File: src/rtl/rv32i_types.sv
// Shared RV32I core types: register index, hazard FSM state, perf counter slots.
package rv32i_types;

  typedef logic [4:0] rv32i_reg;

  typedef enum logic {
    RUN   = 1'b0,
    DRAIN = 1'b1
  } hazard_state_t;

  localparam int NUM_CNT   = 4;
  localparam int CNT_IMEM  = 0;
  localparam int CNT_DMEM  = 1;
  localparam int CNT_LU    = 2;
  localparam int CNT_FLUSH = 3;

  // A source only matters when the instruction actually reads it.
  function automatic logic src_hit(rv32i_reg rd, rv32i_reg rs, logic use_rs);
    return use_rs & (rd == rs);
  endfunction

endpackage

File: src/rtl/hazard_control_unit_if.sv
// Datapath <-> hazard unit signal bundle; master is the datapath, slave the hazard unit.
interface hazard_control_unit_if #(
  parameter int CNT_W = 32
);
  import rv32i_types::*;

  rv32i_reg         IFID_rs1, IFID_rs2;
  logic             IFID_use_rs1, IFID_use_rs2;
  rv32i_reg         IDEX_rd;
  logic             IDEX_mem_read;
  logic             ex_redirect;
  logic             imem_read, imem_resp;
  logic             dmem_req, dmem_resp;

  logic             load_pc, load_ifid, load_idex, load_exmem, load_memwb;
  logic             flush_ifid, flush_idex;
  logic             redirect_hold, sel_pending_pc;
  logic [CNT_W-1:0] cnt_imem_stall, cnt_dmem_stall, cnt_load_use, cnt_flush;

  modport master (
    output IFID_rs1, IFID_rs2, IFID_use_rs1, IFID_use_rs2, IDEX_rd, IDEX_mem_read,
           ex_redirect, imem_read, imem_resp, dmem_req, dmem_resp,
    input  load_pc, load_ifid, load_idex, load_exmem, load_memwb, flush_ifid, flush_idex,
           redirect_hold, sel_pending_pc,
           cnt_imem_stall, cnt_dmem_stall, cnt_load_use, cnt_flush
  );

  modport slave (
    input  IFID_rs1, IFID_rs2, IFID_use_rs1, IFID_use_rs2, IDEX_rd, IDEX_mem_read,
           ex_redirect, imem_read, imem_resp, dmem_req, dmem_resp,
    output load_pc, load_ifid, load_idex, load_exmem, load_memwb, flush_ifid, flush_idex,
           redirect_hold, sel_pending_pc,
           cnt_imem_stall, cnt_dmem_stall, cnt_load_use, cnt_flush
  );

endinterface

File: src/rtl/hazard_control_unit_perf_counters.sv
// Wrapping event counters, one increment per cycle at most, cleared by async reset.
module hazard_perf_counters
  import rv32i_types::*;
#(
  parameter int CNT_W = 32
) (
  input  logic                             clk,
  input  logic                             rst,
  input  logic [NUM_CNT-1:0]               inc_i,
  output logic [NUM_CNT-1:0][CNT_W-1:0]    cnt_o
);

  generate
    for (genvar gi = 0; gi < NUM_CNT; gi++) begin : g_cnt
      logic [CNT_W-1:0] cnt_q, cnt_d;

      always_comb cnt_d = cnt_q + CNT_W'(inc_i[gi]);

      always_ff @(posedge clk or negedge rst) begin
        if (!rst) cnt_q <= '0;
        else      cnt_q <= cnt_d;
      end

      assign cnt_o[gi] = cnt_q;
    end
  endgenerate

endmodule

File: src/rtl/hazard_control_unit.sv
// Stall/flush controller: load-use bubbles, cache-miss freezes, redirect sequencing
// around outstanding fetches, and perf event counters.
module hazard_control_unit
  import rv32i_types::*;
#(
  parameter int CNT_W = 32
) (
  input logic                    clk,
  input logic                    rst,
  hazard_control_unit_if.slave   hz
);

  hazard_state_t state_q, state_d;
  logic          resp_seen_q, resp_seen_d;
  logic          dstall, istall, lu;
  logic          ld_pc, ld_ifid, ld_idex, ld_exmem, ld_memwb;
  logic          fl_ifid, fl_idex, hold, sel_pend;
  logic [NUM_CNT-1:0]            cnt_inc;
  logic [NUM_CNT-1:0][CNT_W-1:0] cnt_val;

  assign dstall = hz.dmem_req & ~hz.dmem_resp;
  assign istall = hz.imem_read & ~hz.imem_resp;
  assign lu     = hz.IDEX_mem_read & (hz.IDEX_rd != '0) &
                  (src_hit(hz.IDEX_rd, hz.IFID_rs1, hz.IFID_use_rs1) |
                   src_hit(hz.IDEX_rd, hz.IFID_rs2, hz.IFID_use_rs2));

  always_ff @(posedge clk or negedge rst) begin
    if (!rst) begin
      state_q     <= RUN;
      resp_seen_q <= 1'b0;
    end else begin
      state_q     <= state_d;
      resp_seen_q <= resp_seen_d;
    end
  end

  always_comb begin
    state_d     = state_q;
    resp_seen_d = resp_seen_q;
    ld_pc    = 1'b0;
    ld_ifid  = 1'b0;
    ld_idex  = 1'b0;
    ld_exmem = 1'b0;
    ld_memwb = 1'b0;
    fl_ifid  = 1'b0;
    fl_idex  = 1'b0;
    hold     = 1'b0;
    sel_pend = 1'b0;

    // Outputs are combinational, so they must be gated while reset is asserted.
    if (rst && !dstall) begin
      ld_idex  = 1'b1;
      ld_exmem = 1'b1;
      ld_memwb = 1'b1;
      if (state_q == RUN) begin
        if (hz.ex_redirect) begin
          fl_idex = 1'b1;
          if (!istall) begin
            ld_pc   = 1'b1;
            ld_ifid = 1'b1;
            fl_ifid = 1'b1;
          end else begin
            hold    = 1'b1;
            state_d = DRAIN;
          end
        end else if (lu || istall) begin
          fl_idex = 1'b1;
        end else begin
          ld_pc   = 1'b1;
          ld_ifid = 1'b1;
        end
      end else begin
        fl_idex = 1'b1;
        // A response seen during a freeze is replayed here via resp_seen_q.
        if (hz.imem_resp || resp_seen_q) begin
          ld_pc       = 1'b1;
          ld_ifid     = 1'b1;
          fl_ifid     = 1'b1;
          sel_pend    = 1'b1;
          resp_seen_d = 1'b0;
          state_d     = RUN;
        end
      end
    end else if (rst && state_q == DRAIN && hz.imem_resp) begin
      resp_seen_d = 1'b1;
    end
  end

  always_comb begin
    cnt_inc            = '0;
    cnt_inc[CNT_DMEM]  = dstall;
    cnt_inc[CNT_IMEM]  = istall & ~dstall;
    cnt_inc[CNT_LU]    = lu & ~dstall & ~hz.ex_redirect;
    cnt_inc[CNT_FLUSH] = hz.ex_redirect & (state_q == RUN) & ~dstall;
  end

  hazard_perf_counters #(.CNT_W(CNT_W)) u_perf (
    .clk   (clk),
    .rst   (rst),
    .inc_i (cnt_inc),
    .cnt_o (cnt_val)
  );

  assign hz.load_pc        = ld_pc;
  assign hz.load_ifid      = ld_ifid;
  assign hz.load_idex      = ld_idex;
  assign hz.load_exmem     = ld_exmem;
  assign hz.load_memwb     = ld_memwb;
  assign hz.flush_ifid     = fl_ifid;
  assign hz.flush_idex     = fl_idex;
  assign hz.redirect_hold  = hold;
  assign hz.sel_pending_pc = sel_pend;
  assign hz.cnt_imem_stall = cnt_val[CNT_IMEM];
  assign hz.cnt_dmem_stall = cnt_val[CNT_DMEM];
  assign hz.cnt_load_use   = cnt_val[CNT_LU];
  assign hz.cnt_flush      = cnt_val[CNT_FLUSH];

endmodule

File: src/flat_wrapper.sv
// flat-port wrapper written by rule: the top's interface ports become plain ports
module hazard_control_unit_flat import rv32i_types::*;
#(
  parameter int CNT_W = 32
)
  (clk, rst, hz_IFID_rs1, hz_IFID_rs2, hz_IFID_use_rs1, hz_IFID_use_rs2, hz_IDEX_rd, hz_IDEX_mem_read, hz_ex_redirect, hz_imem_read, hz_imem_resp, hz_dmem_req, hz_dmem_resp, hz_load_pc, hz_load_ifid, hz_load_idex, hz_load_exmem, hz_load_memwb, hz_flush_ifid, hz_flush_idex, hz_redirect_hold, hz_sel_pending_pc, hz_cnt_imem_stall, hz_cnt_dmem_stall, hz_cnt_load_use, hz_cnt_flush);
  hazard_control_unit_if #(.CNT_W(CNT_W)) hz_i ();
  input logic clk;
  input logic rst;
  input wire logic [$bits(hz_i.IFID_rs1)-1:0] hz_IFID_rs1;
  input wire logic [$bits(hz_i.IFID_rs2)-1:0] hz_IFID_rs2;
  input wire logic [$bits(hz_i.IFID_use_rs1)-1:0] hz_IFID_use_rs1;
  input wire logic [$bits(hz_i.IFID_use_rs2)-1:0] hz_IFID_use_rs2;
  input wire logic [$bits(hz_i.IDEX_rd)-1:0] hz_IDEX_rd;
  input wire logic [$bits(hz_i.IDEX_mem_read)-1:0] hz_IDEX_mem_read;
  input wire logic [$bits(hz_i.ex_redirect)-1:0] hz_ex_redirect;
  input wire logic [$bits(hz_i.imem_read)-1:0] hz_imem_read;
  input wire logic [$bits(hz_i.imem_resp)-1:0] hz_imem_resp;
  input wire logic [$bits(hz_i.dmem_req)-1:0] hz_dmem_req;
  input wire logic [$bits(hz_i.dmem_resp)-1:0] hz_dmem_resp;
  output wire logic [$bits(hz_i.load_pc)-1:0] hz_load_pc;
  output wire logic [$bits(hz_i.load_ifid)-1:0] hz_load_ifid;
  output wire logic [$bits(hz_i.load_idex)-1:0] hz_load_idex;
  output wire logic [$bits(hz_i.load_exmem)-1:0] hz_load_exmem;
  output wire logic [$bits(hz_i.load_memwb)-1:0] hz_load_memwb;
  output wire logic [$bits(hz_i.flush_ifid)-1:0] hz_flush_ifid;
  output wire logic [$bits(hz_i.flush_idex)-1:0] hz_flush_idex;
  output wire logic [$bits(hz_i.redirect_hold)-1:0] hz_redirect_hold;
  output wire logic [$bits(hz_i.sel_pending_pc)-1:0] hz_sel_pending_pc;
  output wire logic [$bits(hz_i.cnt_imem_stall)-1:0] hz_cnt_imem_stall;
  output wire logic [$bits(hz_i.cnt_dmem_stall)-1:0] hz_cnt_dmem_stall;
  output wire logic [$bits(hz_i.cnt_load_use)-1:0] hz_cnt_load_use;
  output wire logic [$bits(hz_i.cnt_flush)-1:0] hz_cnt_flush;
  assign hz_i.IFID_rs1 = hz_IFID_rs1;
  assign hz_i.IFID_rs2 = hz_IFID_rs2;
  assign hz_i.IFID_use_rs1 = hz_IFID_use_rs1;
  assign hz_i.IFID_use_rs2 = hz_IFID_use_rs2;
  assign hz_i.IDEX_rd = hz_IDEX_rd;
  assign hz_i.IDEX_mem_read = hz_IDEX_mem_read;
  assign hz_i.ex_redirect = hz_ex_redirect;
  assign hz_i.imem_read = hz_imem_read;
  assign hz_i.imem_resp = hz_imem_resp;
  assign hz_i.dmem_req = hz_dmem_req;
  assign hz_i.dmem_resp = hz_dmem_resp;
  assign hz_load_pc = hz_i.load_pc;
  assign hz_load_ifid = hz_i.load_ifid;
  assign hz_load_idex = hz_i.load_idex;
  assign hz_load_exmem = hz_i.load_exmem;
  assign hz_load_memwb = hz_i.load_memwb;
  assign hz_flush_ifid = hz_i.flush_ifid;
  assign hz_flush_idex = hz_i.flush_idex;
  assign hz_redirect_hold = hz_i.redirect_hold;
  assign hz_sel_pending_pc = hz_i.sel_pending_pc;
  assign hz_cnt_imem_stall = hz_i.cnt_imem_stall;
  assign hz_cnt_dmem_stall = hz_i.cnt_dmem_stall;
  assign hz_cnt_load_use = hz_i.cnt_load_use;
  assign hz_cnt_flush = hz_i.cnt_flush;
  hazard_control_unit #(.CNT_W(CNT_W)) u_core (.clk(clk), .rst(rst), .hz(hz_i));
endmodule
File: config.mk
export PLATFORM = sky130hd
export DESIGN_NAME = hazard_control_unit_flat
export DESIGN_NICKNAME = d
export VERILOG_FILES = /design/src/rtl/rv32i_types.sv /design/src/rtl/hazard_control_unit_if.sv /design/src/rtl/hazard_control_unit_perf_counters.sv /design/src/rtl/hazard_control_unit.sv /design/src/flat_wrapper.sv
export SDC_FILE = /design/constraint.sdc
export NUM_CORES = 1
export LEC_CHECK = 0
export BUFFER_PORTS_ARGS = -buffer_cell sky130_fd_sc_hd__buf_2
export CORE_UTILIZATION = 51
export CTS_CLUSTER_SIZE = 24
export DETAILED_ROUTE_END_ITERATION = 8
export GPL_TIMING_DRIVEN = 0
export PLACE_DENSITY = 0.88
export SYNTH_ARGS = -nofsm -noshare
export SYNTH_HDL_FRONTEND = slang
export SYNTH_SLANG_ARGS = --single-unit
File: constraint.sdc
create_clock -name clk -period 3.1 [get_ports clk]
set_clock_uncertainty 0.1 [all_clocks]
set_input_delay 0.62 -clock clk [delete_from_list [all_inputs] [get_ports clk]]
set_output_delay 0.62 -clock clk [all_outputs]
set_load 0.01 [all_outputs]
==> results of run 1 <==
## layout make-up
class | instances | area [um^2] | share of cell area
Buffer | 9 | 51.3 | 0.00669
Sequential cell | 130 | 3250 | 0.424
Tap cell | 143 | 179 | 0.0233
Multi-Input combinational cell | 385 | 2740 | 0.357
Clock inverter | 5 | 75.1 | 0.00978
Inverter | 9 | 33.8 | 0.00440
Timing Repair Buffer | 162 | 840 | 0.109
Clock buffer | 26 | 499 | 0.0651
## registers in the layout (all words and copies together), names as in the netlist
name                       cells
u_core.resp_seen_q             1
u_core.state_q                 1
u_core.u_perf.g_cnt.cnt_q    128
## repair_timing
item	CTS	global route
pin swaps	0	0
resized for setup	1	4
hold buffers	0	0
endpoints found under the setup margin	6	11
## worst max path at each step
stage                   from  cells after the start                               end
2_1_floorplan  hz_IDEX_rd[4]                     11  u_core.u_perf.g_cnt[2].cnt_q[22]
3_3_place_gp             rst                      6                 hz_sel_pending_pc
3_5_place_dp   hz_IDEX_rd[4]                     12  u_core.u_perf.g_cnt[2].cnt_q[28]
4_1_cts        hz_IDEX_rd[4]                     12  u_core.u_perf.g_cnt[2].cnt_q[28]
5_1_grt        hz_IDEX_rd[4]                     12  u_core.u_perf.g_cnt[2].cnt_q[28]
6_report       hz_IDEX_rd[4]                     12  u_core.u_perf.g_cnt[2].cnt_q[28]
## worst reg2reg max path, stage by stage, from the launching register on
cell and delay [ns]:
dfrtp_1 0.35, clkbuf_1 0.18, inv_1 0.11, nand2_1 0.08
nor2_1 0.11, ha_1 0.27, ha_1 0.28, inv_1 0.10
nor4_4 0.55, nand4_1 0.19, xnor2_1 0.16
## where the power goes
part | internal [mW] | total, mW | switching [mW] | leakage, nW
combinational | 0.191 | 0.450 | 0.259 | 1.96
clock | 1.26 | 1.95 | 0.685 | 0.284
sequential | 1.82 | 1.98 | 0.154 | 1.76
total | 3.27 | 4.37 | 1.10 | 4.01
## cell usage after synthesis (2+ instances only)
cell	n	area (um^2)
xnor2_1	81	709
and2_1	4	25.0
and3_1	14	87.6
nor3_1	17	85.1
a31oi_1	2	12.5
and2_0	2	12.5
nor2_1	25	93.8
xor2_1	49	429
nand4_1	38	238
ha_1	9	113
dfrtp_1	130	3250
inv_1	9	33.8
nor4_1	14	87.6
o21ai_0	2	10.0
and4_1	14	123
nor4_2	2	25.0
nand2b_1	2	12.5
nand4_4	2	42.5
nand3_1	45	225
clkbuf_1	3	11.3
nor4_4	4	85.1
buf_4	4	30.0
nand2_1	46	173
## cells by family after synthesis
logic type	count (synthesis)	share of synthesized area
compound gates	9	0.0108
xor+xnor	130	0.188
fa+ha+maj	9	0.0186
buf+inv	18	0.0141
flops	130	0.538
simple gates	237	0.230
## per-layer routing
layer / track usage / up-vias / part of all wire / routed length [um]
li1: - / 2248 / - / -
met1: 0.285 / 2396 / 0.43 / 5880
met2: 0.378 / 165 / 0.50 / 6830
met3: 0.0612 / 27 / 0.046 / 629
met4: 0.108 / 0 / 0.025 / 343
met5: 0 / - / 0 / 0
## stage by stage
step	power (mW)	worst slack (ns)	std cells	hold WS, ns
finish	4.37	0.131	869	0.0431
global route	4.54	-0.0402	869	0.0757
CTS	4.40	0.0332	869	0.0538
detailed placement	2.45	-0.498	838	0.361
global placement	2.42	-1.49	837	0.353
floorplan	2.19	0.119	533	0.224
==> flow_summary.yaml, run 1 <==
worst_setup_path:
  cp.arrival_ns: 3.17
  rr_worst_depth: 10
  crit_buf_inv: 2
  r2r_slack_ns: 0.51
  startpoint_type: "primary input"
  cp_max_fo: 8
  slowest_stage: "nor3b_4"
  path_class: "in2reg"
  reg2reg_to: "u_core.u_perf.g_cnt[3].cnt_q[22]"
  r2r-start: "u_core.state_q"
  slowest_delay_ns: 0.39
  critPathCaptureType: "flop"
  path_cells: "buf_2 -> xor2_1 -> nor4_2 -> a32oi_2 -> nor4_2 -> ha_1 -> ha_1 -> and2_1 -> clkbuf_2 -> nor3b_4 -> nand4_1 -> xnor2_1"
  cp.required_ns: 3.30
  cpLargestDelayFamily: "simple AND/OR/NAND/NOR gates"
layout:
  syn2layout_area_growth_pct: 26.9
  layout_common_cells: "161 x buf_2, 130 x dfrtp_1, 81 x xnor2_1"
  antenna_cells: 0
  final_common_cell: "buf_2"
  final_nets: 748
  drive_gt1_frac: 0.289
  finish.utilization: 0.669
  fill_cells: 843
  final_area_um2: 7670
clocking:
  cts_tree: "built"
  postCtsSetupBuffers: 0
  clk_path_buf_depth: 2
  cts_root_buf: "clkbuf_16"
  cts_sinks: 130
  clk_latency_ns: 0.41
  cts-htree-levels: 4
  numCtsBuffers: 17
  clk_pin_slew_ns: 0.05
flow_run:
  max_cap_violations: 0
detailed_routing:
  drcViolationCount: 0
  vias: 4836
  avgViaCountPerCell: 5.57
  wl_per_cell_um: 15.7
  drt_wl_total_mm: 13.7
  drtIter0Drc: 332
  firstDrtPassIters: 6
  final_antenna_net_count: 0
global_routing:
  grt_max_degree: 83
  grt_pass1_vias: 4674
  gr-total-overflow: 0
  track_usage: 0.231
  grt_pass1_wl_mm: 22.6
  antenna_found_initial: 0
placement:
  numPortBuffers: 161
  dpl-instance-area_um2: 7070
  dp_hpwl_mm: 9.59
  gp_congestion: 0.833
timing:
  min_period_ns: 2.97
  fin_setup_tns_ns: 0
  period_share: 0.958
  final_max_slew_viol_count: 0
  worst_slew_margin_rel: 0.528
  hold_viol: 0
  setup_viol: 0
  worst_slew_pin_slew_ns: 0.702
  max_freq_ghz: 0.337
yosys:
  synthFlopType: "dfrtp_1"
  synth_warnings: 0
  yosysSeqAreaShare: 0.538
  netlist_area_um2: 6050
  synth_edf_count: 0
  syn_nets: 567
  synth.distinct_cells: 38
  synthCells: 533
  avgSynthCellArea_um2: 11.3
  synth-seq-cells: 130
  async_flop_share: 1.00
power_and_ir_drop:
  max-vdd-ir-drop_v: 0.000607
  p_per_area_nw_per_um2: 570
  power.leakage_nw: 4.01
die:
  io_pins: 162
  start_util: 0.527
  die_x_um: 111
  rows: 39
  fp.dieH_um: 111
  die_area_um2: 12300
  core_um2: 11500
status:
  outcome: "finished clean"
hold_path:
  hold_path_class: "in2async"
Power figures use the tool's default switching activity.
==> inputs of run 2 (changes only) <==
Settings changed: REMOVE_ABC_BUFFERS set to 1, SETUP_SLACK_MARGIN set to 0.2.
==> flow_summary.yaml, run 2 (same netlist as run 1, synthesis figures left out) <==
status:
  outcome: "finished clean"
global_routing:
  grt_pass1_wl_mm: 23.1
  track_usage: 0.235
  grt_pass1_vias: 4751
  grt_max_degree: 53
  gr-total-overflow: 0
  antenna_found_initial: 0
worst_setup_path:
  slowest_delay_ns: 0.41
  critPathCaptureType: "flop"
  r2r_slack_ns: 0.59
  path_class: "in2reg"
  cp.arrival_ns: 3.10
  cp.required_ns: 3.30
  slowest_stage: "nor4_2"
  reg2reg_to: "u_core.u_perf.g_cnt[3].cnt_q[26]"
  startpoint_type: "primary input"
  rr_worst_depth: 9
  path_cells: "buf_2 -> xor2_1 -> nor4_1 -> a32oi_1 -> nor4_2 -> ha_1 -> ha_1 -> and2_4 -> nor3b_4 -> buf_4 -> nand4_1 -> xnor2_1"
  r2r-start: "u_core.state_q"
  cpLargestDelayFamily: "simple AND/OR/NAND/NOR gates"
  crit_buf_inv: 2
  path_common_cell: "ha_1"
  cp_max_fo: 8
die:
  rows: 39
  fp.dieH_um: 111
  start_util: 0.527
  core_um2: 11500
  die_x_um: 111
  io_pins: 162
  die_area_um2: 12300
clocking:
  cts-htree-levels: 4
  clk_pin_slew_ns: 0.06
  numCtsBuffers: 17
  cts_root_buf: "clkbuf_16"
  cts_tree: "built"
  cts_sinks: 130
  clk_latency_ns: 0.42
  clk_path_buf_depth: 2
placement:
  numPortBuffers: 161
  dp_hpwl_mm: 9.66
  dpl-instance-area_um2: 7010
  gp_congestion: 0.829
detailed_routing:
  drcViolationCount: 0
  vias: 4738
  wl_per_cell_um: 16.0
  firstDrtPassIters: 4
  drtIter0Drc: 214
  final_antenna_net_count: 0
  avgViaCountPerCell: 5.48
  drt_wl_total_mm: 13.8
timing:
  hold_viol: 0
  final_max_slew_viol_count: 0
  setup_viol: 0
  max_freq_ghz: 0.345
  period_share: 0.935
  rsz0062_at_grt: "yes"
  hold_ws_ns: 0.0597
  worst_slew_margin_rel: 0.610
  min_period_ns: 2.90
  worst_slew_pin_slew_ns: 0.581
layout:
  final_area_um2: 7670
  largest_reg_flops: 128
  final_nets: 744
  reg_top3: "u_core.u_perf.g_cnt.cnt_q x128, u_core.resp_seen_q x1, u_core.state_q x1"
  drive_gt1_frac: 0.288
  layout_common_cells: "160 x buf_2, 130 x dfrtp_1, 81 x xnor2_1"
  fill_cells: 829
  largest_register: "u_core.u_perf.g_cnt.cnt_q"
  syn2layout_area_growth_pct: 26.9
  antenna_cells: 0
  final_common_cell: "buf_2"
power_and_ir_drop:
  sw_frac_of_total: 0.250
  pwr-share-comb: 0.103
  p_int_mw: 3.25
  power.leakage_nw: 4.01
  max-vdd-ir-drop_v: 0.000487
  p_sw_mw: 1.08
  power_frac_clock: 0.441
  p_per_area_nw_per_um2: 564
  seq_power_share: 0.456
hold_path:
  hold_path_class: "in2async"
flow_run:
  max_cap_violations: 0
==> run 2: changes by cell type in the layout (fill, tap and decap cells not counted), sizes merged <==
cell    previous run  this run
clkinv             3         4
bufbuf             0         1
clkbuf            30        24
buf              167       166
==> run 2: routing by layer <==
layer	vias up	share of wire	GRT usage
li1	2240	-	-
met1	2322	0.43	0.290
met2	157	0.51	0.392
met3	19	0.048	0.0547
met4	0	0.019	0.108
met5	-	0	0
==> run 2: worst max-delay path by stage <==
stage	from	end	cells after the start	slack, ns
after floorplan	hz_IDEX_rd[4]	u_core.u_perf.g_cnt[2].cnt_q[22]	10	0.14
after global placement	rst	hz_sel_pending_pc	6	-1.47
after detailed placement	hz_IDEX_rd[4]	u_core.u_perf.g_cnt[2].cnt_q[28]	11	-0.50
after global routing	hz_IDEX_rd[2]	u_core.u_perf.g_cnt[2].cnt_q[29]	11	0.04
after CTS	hz_IDEX_rd[4]	u_core.u_perf.g_cnt[2].cnt_q[28]	11	0.20
final	hz_IDEX_rd[4]	u_core.u_perf.g_cnt[2].cnt_q[28]	12	0.20
==> run 2: layout make-up <==
| cell class | instances | area, um^2 | share of cell area |
|---|---|---|---|
| timing repair buffer | 167 | 915 | 0.119 |
| tap | 143 | 179 | 0.0233 |
| multi-input combinational | 385 | 2730 | 0.356 |
| sequential | 130 | 3250 | 0.424 |
| clock buffer | 24 | 482 | 0.0628 |
| inverter | 9 | 33.8 | 0.00440 |
| clock inverter | 6 | 80.1 | 0.0104 |
==> run 2: what timing repair did <==
item | CTS | global route
cloned | 1 | 0
hold endpoints to repair | 29 | 0
hold buffers | 1 | 0
endpoints found under the setup margin | 12 | 12
pin swaps | 0 | 4
buffers inserted | 0 | 3
resized for setup | 3 | 2
==> run 2: through the flow <==
step                      setup WS (ns)  total power, mW   util  cells  setup TNS [ns]
after floorplan                   0.138             2.18      -    524               0
after global placement            -1.47             2.41  0.609    828          -55.00
after detailed placement         -0.503             2.45  0.612    829           -5.01
after CTS                         0.205             4.37  0.666    861               0
after global routing             0.0380             4.50  0.669    864               0
final                             0.201             4.33  0.669    864               0
==> run 2: power groups by stage <==
stage	combinational (mW)	clock (mW)	sequential [mW]
detailed placement	0.446	0	2.00
CTS	0.457	1.94	1.97
finish	0.448	1.91	1.97
floorplan	0.152	0	2.03
global route	0.495	2.01	2.00
global placement	0.426	0	1.99
==> inputs of run 3 (changes only) <==
Settings changed: ABC_AREA set to 1, PLACE_DENSITY 0.88 to 0.86.
==> flow_summary.yaml, run 3 <==
yosys:
  synthCells: 807
  synth_most_common_cell: "nand2_1"
  yosysSeqAreaShare: 0.478
  synth_warnings: 0
  synth-seq-cells: 130
  avgSynthCellArea_um2: 8.44
  synth_common_cells: "212 x nand2_1, 130 x dfrtp_1, 107 x nor2_1"
  synth_area_leader_cell: "dfrtp_1"
  netlist_area_um2: 6810
  synthFlopType: "dfrtp_1"
  synth_top_cell_area_share: 0.478
  synth_edf_count: 0
  async_flop_share: 1.00
  synth.distinct_cells: 28
  synth_area_leaders: "dfrtp_1 48%, nand2_1 12%, xor2_1 9.3%"
die:
  rows: 41
  core_um2: 12800
  die_x_um: 118
  die_area_um2: 13800
  io_pins: 162
  fp.dieH_um: 118
  start_util: 0.531
clocking:
  cts-htree-levels: 4
  postCtsSetupBuffers: 0
  clk_latency_ns: 0.42
  clk_path_buf_depth: 2
  clk_pin_slew_ns: 0.05
  cts_root_buf: "clkbuf_16"
  cts_tree: "built"
  numCtsBuffers: 17
  cts_sinks: 130
hold_path:
  hold_path_class: "in2async"
placement:
  dpl-instance-area_um2: 7850
  numPortBuffers: 161
  gp_congestion: 0.897
  dp_hpwl_mm: 12.1
layout:
  largest_register: "u_core.u_perf.g_cnt.cnt_q"
  layout_common_cells: "212 x nand2_1, 160 x buf_2, 130 x dfrtp_1"
  drive_gt1_frac: 0.227
  final_area_um2: 8590
  final_common_cell: "nand2_1"
  final_nets: 1022
  syn2layout_area_growth_pct: 26.0
  largest_reg_flops: 128
  reg_top3: "u_core.u_perf.g_cnt.cnt_q x128, u_core.resp_seen_q x1, u_core.state_q x1"
  antenna_cells: 0
worst_setup_path:
  r2r-start: "u_core.state_q"
  critPathCaptureType: "flop"
  startpoint_type: "primary input"
  reg2reg_to: "u_core.u_perf.g_cnt[3].cnt_q[24]"
  cp.required_ns: 3.30
  cp.arrival_ns: 2.87
  rr_worst_depth: 12
  r2r_slack_ns: 0.72
  path_class: "in2reg"
  cp_max_fo: 5
timing:
  final_max_slew_viol_count: 0
  hold_viol: 0
  worst_slew_pin_slew_ns: 0.513
  rsz0062_at_grt: "no"
  hold_ws_ns: 0.0489
  fin_setup_tns_ns: 0
  min_period_ns: 2.67
  worst_slew_margin_rel: 0.657
  period_share: 0.862
  max_freq_ghz: 0.374
  setup_viol: 0
power_and_ir_drop:
  p_int_mw: 3.49
  seq_power_share: 0.429
  pwr-share-comb: 0.122
  max-vdd-ir-drop_v: 0.000350
  sw_frac_of_total: 0.263
  power.leakage_nw: 4.64
  power_frac_clock: 0.449
  p_per_area_nw_per_um2: 552
  finalPower_mw: 4.74
  p_sw_mw: 1.25
detailed_routing:
  avgViaCountPerCell: 5.16
  firstDrtPassIters: 8
  final_antenna_net_count: 0
  drt_wl_total_mm: 16.9
  drtIter0Drc: 542
  drcViolationCount: 0
  wl_per_cell_um: 14.4
  vias: 6048
global_routing:
  grt_pass1_wl_mm: 28.3
  track_usage: 0.259
  gr-total-overflow: 0
  grt_pass1_vias: 5947
  grt_max_degree: 39
  antenna_found_initial: 1
flow_run:
  max_cap_violations: 0
status:
  outcome: "finished clean"
[run 3: cell types whose count changed after synthesis, moves of 13 or more]
cell / change
nor4_1: -13
nand4_1: -18
and3_1: -14
nor3_1: +21
and4_1: -14
xor2_1: +23
inv_1: +80
nor2_1: +82
xnor2_1: -44
nand2_1: +166
[run 3: logic make-up after synthesis]
logic type               Yosys count  synth area share
AO/OA/AOI/OAI                      8           0.00606
XOR/XNOR                         110             0.143
adder cells (fa/ha/maj)            9            0.0165
buffers and inverters             93            0.0529
flip-flops                       130             0.478
AND/OR/NAND/NOR                  457             0.305
[run 3: critical path, cell delays in order]
cell	delay, ns
buf_2	0.10
inv_1	0.06
nand2_1	0.07
nand2_1	0.05
nor2_1	0.11
nand3_1	0.08
nand2_1	0.06
nand2_1	0.10
nor3_2	0.24
ha_1	0.24
ha_1	0.26
nand2_1	0.14
nor2_2	0.20
nand2_1	0.10
nor2_1	0.19
nand2_1	0.10
xnor2_1	0.13
[run 3: power by group through the flow]
| stage | Sequential [mW] | Combinational (mW) | Clock (mW) |
|---|---|---|---|
| 2_1_floorplan | 2.09 | 0.217 | 0 |
| 6_report | 2.03 | 0.578 | 2.13 |
| 4_1_cts | 2.03 | 0.587 | 2.14 |
| 5_1_grt | 2.06 | 0.646 | 2.24 |
| 3_3_place_gp | 2.05 | 0.542 | 0 |
| 3_5_place_dp | 2.06 | 0.565 | 0 |
[run 3: repair_timing]
action,in CTS,in global routing
cloned,2,0
endpoints found under the hold margin,27,0
hold buffers,1,0
gates resized for setup,5,2
endpoints found under the setup margin,6,5
[run 3: final cells by class]
type | count | area (um^2)
fillers | 1025 | 4240
flip-flops and latches | 130 | 3250
multi-input cells | 584 | 3210
repair buffers | 165 | 941
clock buffers | 22 | 474
inverters | 90 | 338
well taps | 172 | 215
clock inverters | 10 | 155
[run 3: how the worst max path moves through the flow]
| stage | startpoint | to | slack, ns | cells after the start |
|---|---|---|---|---|
| CTS | hz_IDEX_rd[1] | u_core.u_perf.g_cnt[2].cnt_q[24] | 0.26 | 17 |
| global route | hz_IDEX_rd[3] | u_core.u_perf.g_cnt[2].cnt_q[24] | 0.21 | 17 |
| floorplan | hz_dmem_req | hz_load_ifid | 0.37 | 5 |
| detailed placement | rst | hz_load_ifid | -0.31 | 7 |
| finish | hz_IDEX_rd[1] | u_core.u_perf.g_cnt[2].cnt_q[24] | 0.43 | 17 |
| global placement | rst | hz_load_ifid | -1.76 | 6 |
[run 3: through the flow]
step	cells	worst slack (ns)	util
3_5_place_dp	1138	-0.311	0.612
4_1_cts	1173	0.262	0.669
5_1_grt	1173	0.211	0.669
3_3_place_gp	1137	-1.76	0.609
2_1_floorplan	804	0.367	-
6_report	1173	0.426	0.669
[run 3: routing by layer]
layer	vias up	share of wire	GRT usage	routed length, um
li1	2897	-	-	-
met5	-	0.00077	0	13
met1	2865	0.42	0.314	7050
met2	239	0.49	0.433	8250
met3	45	0.070	0.0683	1190
met4	2	0.026	0.111	437
